`src/rtl/pos_embed_sequencer_if.sv`:
```
// Handshake bundle between the position-embedding sequencer, its table and downstream consumer.
// The master modport is the controlling/consuming side; the slave modport is the sequencer.
interface pos_embed_sequencer_if #(
    parameter int unsigned N_POS  = 8,
    parameter int unsigned N_EMBD = 4,
    parameter int unsigned DW     = 8
);
    localparam int unsigned PW = $clog2(N_POS);
    localparam int unsigned EW = N_EMBD * DW;

    logic          start;
    logic [PW:0]   seq_len;
    logic          abort;
    logic          busy;
    logic          done;
    logic [PW-1:0] rom_pos;
    logic [EW-1:0] rom_emb;
    logic          out_valid;
    logic          out_ready;
    logic [PW-1:0] out_pos;
    logic [EW-1:0] out_emb;
    logic          out_last;

    modport master (
        output start, seq_len, abort, rom_emb, out_ready,
        input  busy, done, rom_pos, out_valid, out_pos, out_emb, out_last
    );

    modport slave (
        input  start, seq_len, abort, rom_emb, out_ready,
        output busy, done, rom_pos, out_valid, out_pos, out_emb, out_last
    );
endinterface

```
`src/rtl/pos_embed_sequencer.sv`:
```
// Streams pos_embedding rows 0..len-1 out on valid/ready, tagged with their position.
// Table reads are issued one cycle ahead and land in a 2-entry output FIFO.
module pos_embed_sequencer #(
    parameter int unsigned N_POS  = 8,
    parameter int unsigned N_EMBD = 4,
    parameter int unsigned DW     = 8
) (
    input  logic                  clk,
    input  logic                  rst_n,
    pos_embed_sequencer_if.slave  bus
);
    localparam int unsigned PW = $clog2(N_POS);
    localparam int unsigned CW = PW + 1;
    localparam int unsigned EW = N_EMBD * DW;

    typedef enum logic [1:0] {S_IDLE, S_RUN, S_FIN} state_t;

    state_t        r_state;
    logic          r_busy;
    logic          r_done;
    logic [CW-1:0] r_len;
    logic [CW-1:0] r_issue_cnt;
    logic          r_inflight;
    logic [PW-1:0] r_inf_pos;
    logic          r_inf_last;
    logic [1:0]    r_occ;
    logic [PW-1:0] r_pos0, r_pos1;
    logic [EW-1:0] r_emb0, r_emb1;
    logic          r_last0, r_last1;

    logic          w_pop;
    logic [1:0]    w_sum;
    logic          w_slot;
    logic          w_issue;
    logic          w_issue_last;
    logic [CW-1:0] w_len;

    // Issue/pop decisions; a pop in the same cycle frees a slot for a new read.
    always_comb begin
        w_pop        = (r_occ != 2'd0) && bus.out_ready;
        w_sum        = r_occ + {1'b0, r_inflight};
        w_slot       = (w_sum < 2'd2) || ((w_sum == 2'd2) && w_pop);
        w_issue      = (r_state == S_RUN) && (r_issue_cnt < r_len) && w_slot && !bus.abort;
        w_issue_last = (r_issue_cnt == (r_len - CW'(1)));
        w_len        = (bus.seq_len > CW'(N_POS)) ? CW'(N_POS) : bus.seq_len;
    end

    always_ff @(posedge clk or negedge rst_n) begin
        if (!rst_n) begin
            r_state     <= S_IDLE;
            r_busy      <= 1'b0;
            r_done      <= 1'b0;
            r_len       <= '0;
            r_issue_cnt <= '0;
            r_inflight  <= 1'b0;
            r_inf_pos   <= '0;
            r_inf_last  <= 1'b0;
            r_occ       <= 2'd0;
            r_pos0      <= '0;
            r_pos1      <= '0;
            r_emb0      <= '0;
            r_emb1      <= '0;
            r_last0     <= 1'b0;
            r_last1     <= 1'b0;
        end else if (bus.abort) begin
            // Flush everything, including a table read still in flight.
            r_state    <= S_IDLE;
            r_busy     <= 1'b0;
            r_done     <= 1'b0;
            r_inflight <= 1'b0;
            r_occ      <= 2'd0;
        end else begin
            r_done <= 1'b0;
            case (r_state)
                S_IDLE: begin
                    if (bus.start) begin
                        r_len       <= w_len;
                        r_issue_cnt <= '0;
                        if (bus.seq_len == '0) begin
                            r_state <= S_FIN;
                            r_done  <= 1'b1;
                        end else begin
                            r_state <= S_RUN;
                            r_busy  <= 1'b1;
                        end
                    end
                end
                S_RUN: begin
                    if (w_pop && r_last0) begin
                        r_state <= S_FIN;
                        r_busy  <= 1'b0;
                        r_done  <= 1'b1;
                    end
                end
                S_FIN:   r_state <= S_IDLE;
                default: r_state <= S_IDLE;
            endcase

            r_inflight <= w_issue;
            if (w_issue) begin
                r_inf_pos   <= r_issue_cnt[PW-1:0];
                r_inf_last  <= w_issue_last;
                r_issue_cnt <= r_issue_cnt + CW'(1);
            end

            // Two-entry FIFO; entry 0 is the head presented on the output.
            case (r_occ)
                2'd0: begin
                    if (r_inflight) begin
                        r_pos0  <= r_inf_pos;
                        r_emb0  <= bus.rom_emb;
                        r_last0 <= r_inf_last;
                        r_occ   <= 2'd1;
                    end
                end
                2'd1: begin
                    if (r_inflight && w_pop) begin
                        r_pos0  <= r_inf_pos;
                        r_emb0  <= bus.rom_emb;
                        r_last0 <= r_inf_last;
                    end else if (r_inflight) begin
                        r_pos1  <= r_inf_pos;
                        r_emb1  <= bus.rom_emb;
                        r_last1 <= r_inf_last;
                        r_occ   <= 2'd2;
                    end else if (w_pop) begin
                        r_occ   <= 2'd0;
                    end
                end
                2'd2: begin
                    if (w_pop) begin
                        r_pos0  <= r_pos1;
                        r_emb0  <= r_emb1;
                        r_last0 <= r_last1;
                        if (r_inflight) begin
                            r_pos1  <= r_inf_pos;
                            r_emb1  <= bus.rom_emb;
                            r_last1 <= r_inf_last;
                        end else begin
                            r_occ   <= 2'd1;
                        end
                    end
                end
                default: r_occ <= 2'd0;
            endcase
        end
    end

    assign bus.busy      = r_busy;
    assign bus.done      = r_done;
    assign bus.rom_pos   = r_issue_cnt[PW-1:0];
    assign bus.out_valid = (r_occ != 2'd0);
    assign bus.out_pos   = r_pos0;
    assign bus.out_emb   = r_emb0;
    assign bus.out_last  = r_last0;

endmodule
```
`src/flat_wrapper.sv`:
```
// flat-port wrapper written by rule: the top's interface ports become plain ports
module pos_embed_sequencer_flat 
#(
    parameter int unsigned N_POS  = 8,
    parameter int unsigned N_EMBD = 4,
    parameter int unsigned DW     = 8
)
  (clk, rst_n, bus_start, bus_seq_len, bus_abort, bus_rom_emb, bus_out_ready, bus_busy, bus_done, bus_rom_pos, bus_out_valid, bus_out_pos, bus_out_emb, bus_out_last);
  pos_embed_sequencer_if #(.N_POS(N_POS), .N_EMBD(N_EMBD), .DW(DW)) bus_i ();
  input  logic clk;
  input  logic rst_n;
  input wire logic [$bits(bus_i.start)-1:0] bus_start;
  input wire logic [$bits(bus_i.seq_len)-1:0] bus_seq_len;
  input wire logic [$bits(bus_i.abort)-1:0] bus_abort;
  input wire logic [$bits(bus_i.rom_emb)-1:0] bus_rom_emb;
  input wire logic [$bits(bus_i.out_ready)-1:0] bus_out_ready;
  output wire logic [$bits(bus_i.busy)-1:0] bus_busy;
  output wire logic [$bits(bus_i.done)-1:0] bus_done;
  output wire logic [$bits(bus_i.rom_pos)-1:0] bus_rom_pos;
  output wire logic [$bits(bus_i.out_valid)-1:0] bus_out_valid;
  output wire logic [$bits(bus_i.out_pos)-1:0] bus_out_pos;
  output wire logic [$bits(bus_i.out_emb)-1:0] bus_out_emb;
  output wire logic [$bits(bus_i.out_last)-1:0] bus_out_last;
  assign bus_i.start = bus_start;
  assign bus_i.seq_len = bus_seq_len;
  assign bus_i.abort = bus_abort;
  assign bus_i.rom_emb = bus_rom_emb;
  assign bus_i.out_ready = bus_out_ready;
  assign bus_busy = bus_i.busy;
  assign bus_done = bus_i.done;
  assign bus_rom_pos = bus_i.rom_pos;
  assign bus_out_valid = bus_i.out_valid;
  assign bus_out_pos = bus_i.out_pos;
  assign bus_out_emb = bus_i.out_emb;
  assign bus_out_last = bus_i.out_last;
  pos_embed_sequencer #(.N_POS(N_POS), .N_EMBD(N_EMBD), .DW(DW)) u_core (.clk(clk), .rst_n(rst_n), .bus(bus_i));
endmodule
```
`config.mk`:
```
export PLATFORM = sky130hd
export DESIGN_NAME = pos_embed_sequencer_flat
export DESIGN_NICKNAME = d
export VERILOG_FILES = /design/src/rtl/pos_embed_sequencer_if.sv /design/src/rtl/pos_embed_sequencer.sv /design/src/flat_wrapper.sv
export SDC_FILE = /design/constraint.sdc
export NUM_CORES = 1
export LEC_CHECK = 0
export CORE_MARGIN = 10
export CORE_UTILIZATION = 38
export CTS_CLUSTER_DIAMETER = 50
export CTS_CLUSTER_SIZE = 16
export DETAILED_ROUTE_END_ITERATION = 8
export PLACE_DENSITY = 0.6
export SYNTH_ARGS = -nofsm -noshare
export SYNTH_HDL_FRONTEND = slang
export SYNTH_SLANG_ARGS = --single-unit
```
`constraint.sdc`:
```
create_clock -name clk -period 5.6 [get_ports clk]
set_input_delay 0.56 -clock clk [delete_from_list [all_inputs] [get_ports clk]]
set_output_delay 0.56 -clock clk [all_outputs]
set_load 0.005 [all_outputs]
```
=== After elaboration in Yosys (flattened, before gate mapping) ===
Index checks and enable logic that the tools add are counted.

* Reductions and logical operators: 26
* $lt $le $gt $ge: 3
* Bitwise gates (word level): 1
* Equality and inequality tests: 17
* $add $sub $neg: 3
* Mux-type cells: 52

{| class="wikitable"
|+ Operator list
! cell !! count
|-
| $mux W32 || 6
|-
| $pmux W32 S3 || 1
|-
| $pmux W32 S2 || 1
|-
| $mux W2 || 11
|-
| $mux W3 || 6
|-
| $mux W4 || 4
|-
| $mux W1 || 15
|-
| $ne A3 B3 Y1 const B || 5
|-
| $reduce_and A5 Y1 || 2
|-
| $pmux W3 S3 || 1
|-
| $reduce_and A4 Y1 || 2
|-
| $reduce_bool A2 Y1 || 4
|-
| $logic_and A1 B1 Y1 || 7
|-
| $ne A2 B1 Y1 const B || 3
|-
| $ne A3 B2 Y1 const B || 2
|-
| $pmux W1 S2 || 3
|-
| $pmux W2 S3 || 1
|-
| $pmux W3 S2 || 1
|-
| $reduce_and A3 Y1 || 2
|-
| $reduce_bool A3 Y1 || 2
|-
| $add A4 B1 Y4 const B || 1
|-
| $eq A2 B1 Y1 const B || 2
|-
| $eq A2 B2 Y1 const B || 2
|-
| $eq A4 B4 Y1 || 1
|-
| 15 further kinds || 17
|}

* Output and inout bits: 42
* Logic and storage cells: 117
* Input bits: 41
* Bits in registers: 91

=== Depth between registers and ports, before layout ===
Gate-level depths: netlist (run 1).

* Depth in word-level cells: 8
* Mapped depth: 10
* Mapped depth without buffers: 7

=== Least setup slack after synthesis (run 1) ===
Ideal clock, no wire load.

* Path type: reg-to-reg
* From: register u_core.r_occ[0]
* To: register u_core.r_emb1[10]
* Buffers on the path: 2
* Library setup time: 0.125 ns
* Data arrival time: 1.955 ns
* Path slack: 3.520 ns
* Cell stages (with the launch flop): 9
* Period minus slack after synthesis: 2.080 ns
* Path through: dfrtp_1 -> inv_1 -> ha_1 -> nor2b_1 -> buf_4 -> nor2_1 -> a211oi_4 -> buf_6 -> mux2_2

* Cells in the longest elaborated chain, start to end: 5
* Elaborated cells on any way between the ends: 10
* Those cells by class: eq/ne (4); mux (1); reduce/logical (5)

{| class="wikitable"
|+ RTL lines
! item !! line !! RTL
|-
| from (decl) || pos_embed_sequencer.sv:26 || <nowiki>logic [1:0] r_occ;</nowiki>
|-
| from (signal assigned) || pos_embed_sequencer.sv:58 || <nowiki>r_occ <= 2'd0;</nowiki>
|-
| from (signal assigned) || pos_embed_sequencer.sv:71 || <nowiki>r_occ <= 2'd0;</nowiki>
|-
| from (signal assigned) || pos_embed_sequencer.sv:113 || <nowiki>r_occ <= 2'd1;</nowiki>
|-
| $reduce_bool A2 Y1 || pos_embed_sequencer.sv:40 || <nowiki>w_pop = (r_occ != 2'd0) && bus.out_ready;</nowiki>
|-
| $logic_and A1 B1 Y1 || pos_embed_sequencer.sv:40 ||
|-
| $logic_and A1 B1 Y1 || pos_embed_sequencer.sv:117 || <nowiki>if (r_inflight && w_pop) begin</nowiki>
|-
| $ne A2 B2 Y1 (no source line) || n/a ||
|-
| $reduce_and A4 Y1 (no source line) || n/a ||
|-
| to (signal assigned) || pos_embed_sequencer.sv:123 || <nowiki>r_emb1 <= bus.rom_emb;</nowiki>
|-
| to (signal assigned) || pos_embed_sequencer.sv:137 || <nowiki>r_emb1 <= bus.rom_emb;</nowiki>
|-
| to (decl) || pos_embed_sequencer.sv:28 || <nowiki>logic [EW-1:0] r_emb0, r_emb1;</nowiki>
|}

Parallel ways exist; a longest one is shown, timed or not.
A chain may end at the register's enable or synchronous reset.

=== Final worst setup path (run 1) ===
* From: input port bus_abort
* To: register u_core.r_emb0[3] (netlist: u_core.bus.out_emb[3])

* Cells in the longest elaborated chain, start to end: 2

{| class="wikitable"
|+ RTL lines
! item !! line !! RTL
|-
| from (decl) || flat_wrapper.sv:14 || <nowiki>input wire logic [$bits(bus_i.abort)-1:0] bus_abort;</nowiki>
|-
| $not A1 Y1 (no source line) || n/a ||
|-
| $reduce_and A5 Y1 (no source line) || n/a ||
|-
| to (signal assigned) || pos_embed_sequencer.sv:111 || <nowiki>r_emb0 <= bus.rom_emb;</nowiki>
|-
| to (signal assigned) || pos_embed_sequencer.sv:119 || <nowiki>r_emb0 <= bus.rom_emb;</nowiki>
|-
| to (signal assigned) || pos_embed_sequencer.sv:133 || <nowiki>r_emb0 <= r_emb1;</nowiki>
|-
| to (decl) || pos_embed_sequencer.sv:28 ||
|}

No other way between the ends.

==> flow_summary.toml, run 1 <==
[floorplan]
die_area_um2 = 15700
initial_core_util_pct = 38.7
coreArea_um2 = 10800
die_h_um = 125
die_x_um = 125
ios = 83
num_rows = 38

[clock_network]
cts.clk_slew.worst_paths_ns = 0.08
clockBufferDepth = 2
htreeDepth = 3
cts_tree = "done"
postCtsSetupRepairBufs = 0
cts_buffers = 9
cts.repair.resized = 0
postCtsHoldBufs = 0
cts_sinks = 91
clk_latency_ns = 0.36
clock-root-buffer = "clkbuf_8"

[detailed_routing]
routed_via_density = 5.08
wl_per_cell_um = 16.7
ant_nets = 0
drt_iter0_drc = 163
detail_route.wirelength_um = 9640
drc = 0
num_vias = 2926
drt-pass1-iter-count = 4

[global_routing]
grtUsageTotal_pct = 12.1
grt_max_degree = 47
grt_first_pass_wirelength_um = 15700
gr-total-overflow = 0
antenna_found_initial = 0
grt_pass1_vias = 2974

[logic_synthesis]
syn_avg_cell_area_um2 = 11.9
syn_area_um2 = 4200
ys_warn_count = 0
yosysUniqueCellTypes = 35
synth_fp_nets = 406
ys_seq_area_share_pct = 54.2
ys_seq_elements = 91
syn_inst = 354

[place]
place.gp.congestion = 0.773
port_buffers = 82
dpl.hpwl_um = 6510
dp_slack_ns = 2.37
placed_cells = 560
place_area_um2 = 5120

[worst_hold_path]
worst_hold_path_type = "in2async"

[power]
power.density_nw_per_um2 = 437
pwr-share-comb_pct = 34.0
p_seq_share_pct = 46.4
ir_drop_uv = 157
p_int_mw = 1.61
power.leakage_nw = 2.22
netSwitchingFraction_pct = 30.5
switchingPower_uw = 710
power.total_mw = 2.32
clkPwrFrac_pct = 19.7

[worst_setup_path]
r2r_setup_slack_ns = 2.79
worstPathArrival_ns = 3.08
cp-start-kind = "input pin"
cp-end-kind = "flip-flop"
cp.required_ns = 5.83
critPathMaxFanout = 37
r2r_start = "u_core.r_occ[0]$_DFFE_PN0P_"
worst_r2r_endpoint = "u_core.bus.out_emb[3]$_DFFE_PN0P_"
reg2reg_depth = 8
path_class = "in2reg"

[timing]
worst_slack_ns = 2.75
finalSetupViolations = 0
rsz0062_at_grt = "false"
post-route-period-util_pct = 50.8
slew_viol_final = 0
max_slew_margin_pct = 40.9
tns_ns = 0
hold_viol = 0
skew_ns = 0.0117
tightest_slew_ns = 0.885
fmax_mhz = 351
period_needed_ns = 2.85

[final_layout]
drive_gt1_share_pct = 15.6
register_area_um2 = 2280
nets = 483
fin_cells = 576
n_fill_cell = 1068
areaGrowthSynthToFinish_pct = 26.8
fin_area_um2 = 5320
diodes = 0
multi_input_area_um2 = 1760

[flow_run]
maxCapViolations = 0

[status]
status = "finished clean"
==> cell families after synthesis <==
logic type                 after synthesis  synth area share [%]
AOI/OAI and AO/OA                       93                  12.1
xor gates and xnor gates                 6                  1.25
adders and majority gates               11                  3.28
buffers and inverters                   34                  4.29
DFF                                     91                  54.2
muxes                                   79                  20.1
and+or+nand+nor                         40                  4.77
==> power by group through the flow <==
stage | logic (mW) | clock network (mW) | registers (mW)
final | 0.790 | 0.457 | 1.08
after floorplan | 0.398 | 0 | 1.06
after global placement | 0.787 | 0 | 1.09
after detailed placement | 0.807 | 0 | 1.09
after global routing | 0.882 | 0.497 | 1.11
after CTS | 0.809 | 0.472 | 1.08
==> sequential cells by signal, indices dropped and copies added, names as in the netlist <==
signal / flops
u_core.bus.done: 1
u_core.bus.out_last: 1
u_core.bus.out_pos: 3
u_core.r_inf_last: 1
u_core.r_inflight: 1
u_core.r_len: 4
u_core.r_pos1: 3
u_core.bus.busy: 1
u_core.r_emb1: 32
u_core.r_last1: 1
u_core.r_occ: 2
u_core.r_state: 2
u_core.r_inf_pos: 3
u_core.r_issue_cnt: 4
u_core.bus.out_emb: 32
==> worst max path at each step <==
stage	from	endpoint
finish	bus_abort	u_core.bus.out_emb[3]$_DFFE_PN0P_
global route	u_core.r_occ[0]$_DFFE_PN0P_	u_core.bus.out_emb[0]$_DFFE_PN0P_
CTS	bus_abort	u_core.bus.out_emb[3]$_DFFE_PN0P_
detailed placement	bus_abort	u_core.bus.out_emb[3]$_DFFE_PN0P_
global placement	bus_abort	u_core.bus.out_emb[21]$_DFFE_PN0P_
floorplan	u_core.r_occ[0]$_DFFE_PN0P_	u_core.r_emb1[10]$_DFFE_PN0P_
==> cells in the final DEF (no fill, tap or decap), types with 2 or more instances in the layout <==
cell type and instances:
a21boi_0 2, a21oi_1 79, buf_4 7, clkbuf_8 11, clkdlybuf4s50_1 81, clkinv_2 2
dfrtp_1 91, ha_1 10, inv_1 12, mux2_2 41, mux2i_1 37, nand2_1 14
nand2b_1 5, nand3_1 2, nor2_1 4, nor2b_1 2, nor3_1 3, nor4_1 2
o21ai_0 5, or3_1 2, xnor2_1 6
==> per-layer routing <==
| layer | track usage, % | vias to the layer above | share of wire [%] |
|---|---|---|---|
| met1 | 15.4 | 1444 | 47 |
| met5 | 0 | - | 0 |
| met2 | 19.1 | 61 | 47 |
| li1 | - | 1409 | - |
| met4 | 5.28 | 0 | 1.8 |
| met3 | 2.92 | 12 | 4.6 |
==> area by class of cell <==
type | instances | area share (%)
sequential | 91 | 42.8
multi-input combinational | 229 | 33.0
timing repair buffer | 88 | 16.2
tap | 140 | 3.29
clock buffer | 12 | 2.91
clock inverter | 4 | 0.917
inverter | 12 | 0.846
==> cells in the mapped netlist <==
library cell / instances / area share [%]
o21ai_2: 1 / 0.21
a311oi_1: 1 / 0.21
buf_6: 3 / 0.80
nor3_1: 3 / 0.36
buf_1: 3 / 0.27
a211oi_1: 1 / 0.18
o21ai_0: 5 / 0.60
ha_1: 11 / 3.3
buf_2: 3 / 0.36
mux2_2: 41 / 11
nor4_1: 2 / 0.30
mux2i_1: 37 / 8.8
nand4b_1: 1 / 0.21
xnor2_1: 6 / 1.3
dfrtp_1: 91 / 54
nor2b_1: 2 / 0.30
a21boi_0: 2 / 0.36
nand3b_1: 1 / 0.18
and2_1: 1 / 0.15
o32a_1: 1 / 0.24
clkbuf_1: 6 / 0.54
and3_1: 1 / 0.15
a21o_1: 1 / 0.18
buf_4: 7 / 1.3
nor2_2: 1 / 0.15
nand2_1: 14 / 1.3
a211oi_4: 1 / 0.48
nor2_1: 5 / 0.45
or3_1: 2 / 0.30
nand3_1: 2 / 0.24
a221o_1: 1 / 0.24
a21oi_1: 79 / 9.4
inv_1: 12 / 1.1
mux2_1: 1 / 0.27
nand2b_1: 5 / 0.74
==> critical path, stage by stage <==
cell,delay (ns)
clkdlybuf4s50_1,0.56
nor2_4,0.76
and2_1,0.72
buf_4,0.37
a21oi_1,0.10
==> through the flow <==
step                      hold WS [ns]  utilization [%]
after CTS                        0.213             49.1
after global placement           0.468             47.2
final                            0.200             49.1
after floorplan                  0.264                -
after global routing             0.247             49.1
after detailed placement         0.480             47.2
No activity file was read; power rests on OpenSTA's default activity.
==> inputs of run 2 (changes only) <==
Clock period 5.6 ns to 2.9 ns, I/O delays scaled along.
==> run 2 against run 1 <==
Net effect:
- setup slack got worse by 2.0 ns
- register-to-register slack got worse by 2.1 ns
- die area did not move
- critical path type is now reg2reg
- critical endpoint is now u_core.r_emb1[0]$_DFFE_PN0P_
- largest power group unchanged
==> flow_summary.toml, run 2 (synthesis results as in run 1) <==
[power]
power.total_mw = 4.42
power.leakage_nw = 2.24
power.density_nw_per_um2 = 824
ir_drop_uv = 335

[detailed_routing]
drc = 0
routed_via_density = 4.97
drt-pass1-iter-count = 4
num_vias = 2884
drt_iter0_drc = 160
detail_route.wirelength_um = 9450
ant_nets = 0
wl_per_cell_um = 16.3

[timing]
skew_ns = 0.0105
post-route-period-util_pct = 75.5
rsz0062_at_grt = "false"
finalSetupViolations = 0
hold_viol = 0
max_slew_margin_pct = 62.2
tightest_slew_ns = 0.567
period_needed_ns = 2.19
fmax_mhz = 457
slew_viol_final = 0
timing.hold.ws_ns = 0.455
tns_ns = 0

[final_layout]
fin_area_um2 = 5370
drive_gt1_share_pct = 16.1
final_cell_mix = "91 x dfrtp_1, 81 x clkdlybuf4s50_1, 79 x a21oi_1, 41 x mux2_2, 37 x mux2i_1"
mostFrequentLayoutCell = "dfrtp_1"
nets = 487
n_fill_cell = 1002
areaGrowthSynthToFinish_pct = 27.8
diodes = 0

[place]
dpl.hpwl_um = 6430
place_area_um2 = 5170
place.gp.congestion = 0.769
port_buffers = 82

[global_routing]
gr-total-overflow = 0
grt_max_degree = 50
grt_first_pass_wirelength_um = 15900
grtUsageTotal_pct = 12.3
antenna_found_initial = 0
grt_pass1_vias = 2983

[clock_network]
cts_tree = "done"
htreeDepth = 3
clock-root-buffer = "clkbuf_8"
clk_latency_ns = 0.36
cts_sinks = 91
cts.clk_slew.worst_paths_ns = 0.08
clockBufferDepth = 2
postCtsSetupRepairBufs = 0
cts_buffers = 9

[flow_run]
maxCapViolations = 0

[worst_setup_path]
reg2reg_depth = 8
path_class = "reg2reg"
worst_r2r_endpoint = "u_core.r_emb1[0]$_DFFE_PN0P_"
cp-end-kind = "flip-flop"
worstPathArrival_ns = 2.44
r2r_start = "u_core.r_occ[1]$_DFFE_PN0P_"
cp-start-kind = "flip-flop"
critPathMaxFanout = 23
cp.required_ns = 3.15
r2r_setup_slack_ns = 0.71

[floorplan]
num_rows = 38
ios = 83
initial_core_util_pct = 38.7
die_area_um2 = 15700
die_x_um = 125
coreArea_um2 = 10800
die_h_um = 125

[status]
status = "finished clean"

[worst_hold_path]
worst_hold_path_type = "in2async"
==> run 2: cell count changes in the layout (fill, tap and decap cells not counted), sizes merged <==
cell | previous run | this run
buf | 7 | 10
bufinv | 1 | 0
clkbuf | 12 | 13
clkinv | 3 | 2
clkinvlp | 0 | 1
dlygate4sd3 | 0 | 1
==> run 2: how the worst max path moves through the flow <==
stage	start	to	cells past startpoint
4_1_cts	u_core.r_occ[1]$_DFFE_PN0P_	u_core.r_emb1[8]$_DFFE_PN0P_	8
5_1_grt	u_core.r_occ[1]$_DFFE_PN0P_	u_core.r_issue_cnt[3]$_DFFE_PN0P_	9
3_5_place_dp	bus_abort	u_core.r_issue_cnt[3]$_DFFE_PN0P_	7
2_1_floorplan	u_core.r_occ[0]$_DFFE_PN0P_	u_core.r_emb1[10]$_DFFE_PN0P_	8
3_3_place_gp	bus_abort	u_core.r_issue_cnt[3]$_DFFE_PN0P_	7
6_report	u_core.r_occ[1]$_DFFE_PN0P_	u_core.r_emb1[0]$_DFFE_PN0P_	8
==> run 2: per-stage QoR <==
step                      instances  worst slack, ns  util, %
after global placement          563            0.645     47.7
after floorplan                 354            0.820        -
final                           580            0.710     49.5
after detailed placement        563            0.613     47.7
after CTS                       580            0.671     49.5
after global routing            580            0.502     49.5
==> run 2: worst max-delay path, stage by stage (launching register included) <==
cell and delay, ns:
dfrtp_1 0.44, inv_1 0.09, ha_1 0.24, nor2b_1 0.12
buf_4 0.17, nor2_1 0.08, a211oi_4 0.22, buf_4 0.34
mux2_2 0.37
==> run 2: report_power, final <==
group	switching [mW]	internal, mW
Sequential	0.296	1.77
Combinational	0.628	0.924
Clock	0.428	0.382
==> run 2: final cells by class <==
class / instances / area, um^2 / share of cell area, %
tap: 140 / 175 / 3.26
inverter: 12 / 45.0 / 0.839
timing repair buffer: 92 / 921 / 17.2
clock inverter: 3 / 21.3 / 0.396
clock buffer: 13 / 169 / 3.15
sequential: 91 / 2280 / 42.4
multi-input combinational: 229 / 1760 / 32.8
==> run 2: what timing repair did <==
item	in CTS	in global routing
resized for setup	0	0
hold buffers	1	0
hold endpoints to repair	42	0
setup endpoints to repair	0	0
==> run 2: layer usage <==
metal  global-route usage, %  share of wire, %
met3                    3.46               4.8
met1                    16.2                49
met2                    18.6                45
met4                    4.95               1.4
met5                       0                 0
